--- config.mk ---
export PLATFORM = sky130hd
export DESIGN_NAME = matmul_apb_sequencer
export DESIGN_NICKNAME = d
export VERILOG_FILES = /design/src/rtl/matmul_apb_sequencer.sv
export SDC_FILE = /design/constraint.sdc
export NUM_CORES = 1
export LEC_CHECK = 0
export ABC_CLOCK_PERIOD_IN_PS = 9600
export CAP_MARGIN = 10
export CORE_UTILIZATION = 40
export DETAILED_ROUTE_END_ITERATION = 6
export GPL_ROUTABILITY_DRIVEN = 0
export SLEW_MARGIN = 20
export SYNTH_ARGS = -nofsm -noshare
export SYNTH_HDL_FRONTEND = slang
export SYNTH_SLANG_ARGS = --single-unit
--- constraint.sdc ---
create_clock -name clk -period 9.6 [get_ports clk]
set_input_delay 0.96 -clock clk [delete_from_list [all_inputs] [get_ports clk]]
set_output_delay 0.96 -clock clk [all_outputs]
set_load 0.02 [all_outputs]
--- src/rtl/matmul_apb_sequencer.sv ---
// Queues APB read/write commands from an accelerator controller and issues them one at a time,
// optionally stalling after a command until the accelerator reports done; read data returns via a FIFO.
module matmul_apb_sequencer #(
    parameter int DATA_WIDTH = 32,
    parameter int ADDR_WIDTH = 16,
    parameter int CMD_DEPTH  = 8,
    parameter int RSP_DEPTH  = 8
) (
    input  logic                    clk,
    input  logic                    rst,
    input  logic                    cmd_valid_i,
    output logic                    cmd_ready_o,
    input  logic                    cmd_write_i,
    input  logic [ADDR_WIDTH-1:0]   cmd_addr_i,
    input  logic [DATA_WIDTH-1:0]   cmd_wdata_i,
    input  logic [DATA_WIDTH/8-1:0] cmd_strb_i,
    input  logic                    cmd_wait_done_i,
    input  logic                    done_i,
    output logic                    psel_o,
    output logic                    penable_o,
    output logic                    pwrite_o,
    output logic [ADDR_WIDTH-1:0]   paddr_o,
    output logic [DATA_WIDTH-1:0]   pwdata_o,
    output logic [DATA_WIDTH/8-1:0] pstrb_o,
    input  logic                    pready_i,
    input  logic                    pslverr_i,
    input  logic [DATA_WIDTH-1:0]   prdata_i,
    output logic                    rsp_valid_o,
    input  logic                    rsp_ready_i,
    output logic [DATA_WIDTH-1:0]   rsp_rdata_o,
    output logic                    rsp_err_o,
    output logic                    busy_o,
    output logic                    err_sticky_o,
    input  logic                    clr_err_i,
    output logic [1:0]              dbg_state_o
);
    localparam int SW  = DATA_WIDTH / 8;
    localparam int CAW = $clog2(CMD_DEPTH);
    localparam int RAW = $clog2(RSP_DEPTH);
    localparam logic [CAW:0] CMD_FULL_CNT = CMD_DEPTH[CAW:0];
    localparam logic [CAW:0] CMD_ONE      = {{CAW{1'b0}}, 1'b1};
    localparam logic [RAW:0] RSP_FULL_CNT = RSP_DEPTH[RAW:0];

    typedef enum logic [1:0] {IDLE = 2'd0, SETUP = 2'd1, ACCESS = 2'd2, WAIT_DONE = 2'd3} state_t;

    typedef struct packed {
        logic                  write;
        logic                  wait_done;
        logic [ADDR_WIDTH-1:0] addr;
        logic [DATA_WIDTH-1:0] wdata;
        logic [SW-1:0]         strb;
    } cmd_t;

    cmd_t                  cmd_mem_q [CMD_DEPTH];
    logic [DATA_WIDTH:0]   rsp_mem_q [RSP_DEPTH];
    logic [CAW:0]          cmd_wr_q, cmd_wr_d, cmd_rd_q, cmd_rd_d;
    logic [RAW:0]          rsp_wr_q, rsp_wr_d, rsp_rd_q, rsp_rd_d;
    state_t                state_q, state_d;
    logic                  err_q, err_d;

    logic [CAW:0]          cmd_count;
    logic [RAW:0]          rsp_count, rsp_count_nxt;
    logic                  cmd_empty, cmd_full, rsp_empty, rsp_full;
    logic                  cmd_push, cmd_pop, rsp_push, rsp_pop, complete;
    logic                  head_elig, next_elig, next_write;
    logic [CAW-1:0]        next_idx;
    cmd_t                  cmd_in, cmd_head;
    logic [DATA_WIDTH:0]   rsp_head;

    assign cmd_count  = cmd_wr_q - cmd_rd_q;
    assign rsp_count  = rsp_wr_q - rsp_rd_q;
    assign cmd_empty  = (cmd_count == '0);
    assign cmd_full   = (cmd_count == CMD_FULL_CNT);
    assign rsp_empty  = (rsp_count == '0);
    assign rsp_full   = (rsp_count == RSP_FULL_CNT);
    assign cmd_head   = cmd_mem_q[cmd_rd_q[CAW-1:0]];
    assign next_idx   = cmd_rd_q[CAW-1:0] + 1'b1;
    assign next_write = cmd_mem_q[next_idx].write;
    assign rsp_head   = rsp_mem_q[rsp_rd_q[RAW-1:0]];

    assign cmd_in = '{write: cmd_write_i, wait_done: cmd_wait_done_i, addr: cmd_addr_i,
                      wdata: cmd_wdata_i, strb: cmd_strb_i};

    assign cmd_ready_o = !cmd_full;
    assign cmd_push    = cmd_valid_i && !cmd_full;
    assign complete    = (state_q == ACCESS) && pready_i;
    assign cmd_pop     = complete;
    assign rsp_push    = complete && !cmd_head.write;
    assign rsp_valid_o = !rsp_empty;
    assign rsp_pop     = rsp_valid_o && rsp_ready_i;

    // A read may only start if its response is guaranteed a slot when it completes.
    assign head_elig = !cmd_empty && (cmd_head.write || !rsp_full);

    always_comb begin
        rsp_count_nxt = rsp_count;
        if (rsp_push) rsp_count_nxt = rsp_count_nxt + 1'b1;
        if (rsp_pop)  rsp_count_nxt = rsp_count_nxt - 1'b1;
    end

    // Back-to-back eligibility looks at the entry behind the head being popped now.
    assign next_elig = (cmd_count > CMD_ONE) && (next_write || (rsp_count_nxt < RSP_FULL_CNT));

    always_comb begin
        cmd_wr_d = cmd_wr_q;
        cmd_rd_d = cmd_rd_q;
        rsp_wr_d = rsp_wr_q;
        rsp_rd_d = rsp_rd_q;
        if (cmd_push) cmd_wr_d = cmd_wr_q + 1'b1;
        if (cmd_pop)  cmd_rd_d = cmd_rd_q + 1'b1;
        if (rsp_push) rsp_wr_d = rsp_wr_q + 1'b1;
        if (rsp_pop)  rsp_rd_d = rsp_rd_q + 1'b1;
    end

    always_comb begin
        state_d = state_q;
        case (state_q)
            IDLE:      if (head_elig) state_d = SETUP;
            SETUP:     state_d = ACCESS;
            ACCESS: begin
                if (pready_i) begin
                    if (cmd_head.wait_done) state_d = WAIT_DONE;
                    else if (next_elig)     state_d = SETUP;
                    else                    state_d = IDLE;
                end
            end
            WAIT_DONE: if (done_i) state_d = IDLE;
            default:   state_d = IDLE;
        endcase
    end

    always_comb begin
        err_d = err_q;
        if (clr_err_i)              err_d = 1'b0;
        if (complete && pslverr_i)  err_d = 1'b1;
    end

    always_ff @(posedge clk or posedge rst) begin
        if (rst) begin
            state_q  <= IDLE;
            cmd_wr_q <= '0;
            cmd_rd_q <= '0;
            rsp_wr_q <= '0;
            rsp_rd_q <= '0;
            err_q    <= 1'b0;
        end else begin
            state_q  <= state_d;
            cmd_wr_q <= cmd_wr_d;
            cmd_rd_q <= cmd_rd_d;
            rsp_wr_q <= rsp_wr_d;
            rsp_rd_q <= rsp_rd_d;
            err_q    <= err_d;
        end
    end

    always_ff @(posedge clk) begin
        if (cmd_push) cmd_mem_q[cmd_wr_q[CAW-1:0]] <= cmd_in;
        if (rsp_push) rsp_mem_q[rsp_wr_q[RAW-1:0]] <= {prdata_i, pslverr_i};
    end

    // Payload is forced to zero outside a transfer, and write-only fields are zero for reads.
    assign psel_o       = (state_q == SETUP) || (state_q == ACCESS);
    assign penable_o    = (state_q == ACCESS);
    assign pwrite_o     = psel_o && cmd_head.write;
    assign paddr_o      = psel_o ? cmd_head.addr : '0;
    assign pwdata_o     = pwrite_o ? cmd_head.wdata : '0;
    assign pstrb_o      = pwrite_o ? cmd_head.strb : '0;
    assign rsp_rdata_o  = rsp_empty ? '0 : rsp_head[DATA_WIDTH:1];
    assign rsp_err_o    = !rsp_empty && rsp_head[0];
    assign busy_o       = !cmd_empty || (state_q != IDLE);
    assign err_sticky_o = err_q;
    assign dbg_state_o  = state_q;
endmodule

==> key figures <==
Run status
  • Outcome: complete, no violations

Clock network
  • Clock Latency Late Sink: 0.62 ns
  • Worst-path clk slew: 0.06 ns
  • CTS tree: done
  • Root Driver: clkbuf_16
  • Sink Count: 715
  • TritonCTS Buffers: 77
  • Setup bufs post-CTS: 0
  • CTS H-tree depth: 3
  • Hold buffers post-CTS: 0
  • Max clock buf depth: 3
  • Post-CTS Resized: 0

Yosys
  • Async set-reset flop share out of synthesis: 2.657%
  • Syn_nets: 1483
  • Primary FF master, synth: edfxtp_1
  • Register area share after synthesis: 76.71%
  • Yosys cell types: 48
  • Cells after Synth: 1371
  • Mapped Area: 27870 um^2
  • Ys Warns: 0
  • Post-synthesis register bit count: 715
  • Mean Syn Cell Area: 20.32 um^2
  • Post-synth EDFFs: 696

Setup path
  • CP endpoint kind: output port
  • Crit path kind: reg -> out
  • Maximum fanout along the worst path: 41
  • Worst Path Arrival: 4.54 ns
  • CP Data Required Time: 8.64 ns
  • Crit path launch type: flop

Floorplanning
  • Area of the core: 68710 um^2
  • Die area: 70720 um^2
  • Die span in x: 265.9 um
  • Chip Height: 265.9 um
  • Initial cell density of the core: 40.56%
  • Num rows: 96
  • # IOs: 188

Routing
  • DR WL/cell: 23.16 um
  • Final WL: 59880 um
  • DRC: 0
  • Routed Antenna Nets: 0
  • Vias: 13580
  • Pre-antenna DRT Iters: 4
  • Routed vias/inst: 5.251
  • Initial DRC Count: 967

Power
  • Power per Cell Area: 322.5 nW/um^2
  • Worst vdd ir: 0.0002029 V
  • Lkg Pwr: 10.69 nW
  • Total Power: 0.01074 W

Finish
  • Fillers: 5701
  • Area growth syn-to-layout: 19.46%
  • Fraction of layout cells with a size suffix above 1: 20.62%
  • Commonest non-fill, non-tap cell in the layout: edfxtp_1
  • Final instance area: 33290 um^2
  • Nets: 1706
  • Commonest cells after routing, fill and taps aside: edfxtp_1 (696), clkdlybuf4s50_1 (187), nand2_1 (186), mux4_2 (172), clkbuf_16 (77)

STA
  • Max Slew Vio Count: 0
  • Min cycle time layout: 5.497 ns
  • Final setup fails: 0
  • Final Hold Viols: 0
  • RSZ-0062 raised after global routing: false
  • Relative slew margins: 28.61%
  • Max Freq: 181.9 MHz
  • WHS: 0.4896 ns
  • Clk_skew: 0.01612 ns
  • Sum Neg Setup Slack: 0 ns
  • Crit share post-route: 57.26%
  • Worst Tran Pin Value: 1.071 ns

Global routing
  • GRT Util Overall: 17.46%
  • Initial antenna violation count: 6
  • First-pass GRT wire length: 91490 um
  • Grt total ovfl: 0
  • Largest net degree at the start of global routing: 71
  • Vias in the first global route: 14640

Min path
  • Worst min-delay path category: reg -> reg

Place
  • Number of port buffers: 187
  • Hpwl dp: 30750 um
  • Placed Area: 30890 um^2

Run
  • Maxcap violations: 0
==> area by class of cell <==
| cell class | instances | area, um^2 | area share, % |
|---|---|---|---|
| Antenna cell | 1 | 2.502 | 0.007517 |
| Sequential cell | 715 | 21390 | 64.25 |
| Tap cell | 931 | 1165 | 3.499 |
| Multi-Input combinational cell | 567 | 6193 | 18.61 |
| Timing Repair Buffer | 212 | 2059 | 6.187 |
| Clock buffer | 91 | 1979 | 5.946 |
| Inverter | 21 | 78.83 | 0.2368 |
| Clock inverter | 48 | 420.4 | 1.263 |
==> power by group <==
| part | internal, W | leakage, nW | switching (W) | total, W |
|---|---|---|---|---|
| Combinational | 0.00171 | 3.00 | 0.00210 | 0.00381 |
| Sequential | 0.00383 | 6.52 | 0.000272 | 0.00410 |
| Clock | 0.00162 | 1.17 | 0.00120 | 0.00282 |
| Total | 0.00716 | 10.7 | 0.00357 | 0.0107 |
==> synthesized netlist by cell type, types with 2 or more instances <==
master	n	area [um^2]
o21ai_0	2	10.01
o211ai_1	3	22.52
nor3b_1	4	30.03
nand3b_1	2	15.01
mux4_1	2	52.55
fa_1	2	40.04
or3_1	2	12.51
dfrtp_1	19	475.5
mux2_2	5	56.30
mux4_2	172	3874
edfxtp_1	696	20900
xor2_1	7	61.31
nand2_1	186	698.2
a21oi_1	76	380.4
nand2b_1	4	25.02
nor2b_1	3	18.77
mux2i_1	6	60.06
clkbuf_1	23	86.33
nand3_1	9	45.04
and3_1	2	12.51
a21boi_0	16	120.1
nor3_1	5	25.02
buf_1	13	48.80
inv_1	19	71.32
nor2_1	14	52.55
buf_4	14	105.1
ha_1	16	200.2
xnor2_1	9	78.83
a31oi_1	4	25.02
buf_2	18	90.09
==> registers in the layout, indices dropped and copies added (netlist names) <==
| signal | flops |
|---|---|
| cmd_mem_q | 432 |
| rsp_mem_q | 264 |
| cmd_rd_q | 4 |
| cmd_wr_q | 4 |
| rsp_rd_q | 4 |
| rsp_wr_q | 4 |
| dbg_state_o | 2 |
| err_sticky_o | 1 |
==> worst max-delay path, stage by stage (launching register included) <==
cell and delay (ns):
dfrtp_4 0.93, buf_4 0.76, buf_4 0.73, mux4_2 0.35
nand2_1 0.06, a21oi_1 0.35, clkdlybuf4s50_1 0.68
==> cell families (layout without fill, tap and decap cells) <==
group,after synthesis,in the layout,synth area share [%]
multiplexers,185,185,14.51
other,0,1,0
AO/OA/AOI/OAI,111,111,2.407
adder cells (fa/ha/maj),18,18,0.8621
flip-flops,715,715,76.71
buffers and inverters,89,372,1.468
XOR/XNOR,17,17,0.5613
AND/OR/NAND/NOR,236,236,3.484
==> routing by layer <==
layer	track usage [%]	vias to the layer above	part of all wire [%]
li1	-	5983	-
met2	29.76	329	50
met1	22.42	7165	42
met5	0	-	0.14
met4	4.908	12	1.9
met3	3.946	90	5.9
==> worst paths after layout <==
| check | to | slack, ns | cells after the start | startpoint |
|---|---|---|---|---|
| worst max-delay path | pwdata_o[2] | 4.10 | 6 | cmd_rd_q[0] |
| max in group asynchronous | cmd_rd_q[0] | 8.17 | 2 | rst |
| min in group asynchronous | cmd_wr_q[1] | 0.82 | 2 | rst |
| worst min-delay path | rsp_rd_q[3] | 0.49 | 1 | rsp_rd_q[3] |
| worst min register to register | rsp_rd_q[3] | 0.49 | 1 | rsp_rd_q[3] |
| worst max register to register | cmd_mem_q[0][43] | 5.04 | 9 | cmd_rd_q[0] |
==> metrics by stage <==
stage,std cells,util (%),worst slack (ns)
floorplan,1371,-,3.063
global placement,2446,44.94,4.472
detailed placement,2446,44.95,4.532
CTS,2585,48.45,3.842
global route,2585,48.45,3.650
finish,2586,48.45,4.103
No activity file was read; power rests on OpenSTA's default activity.
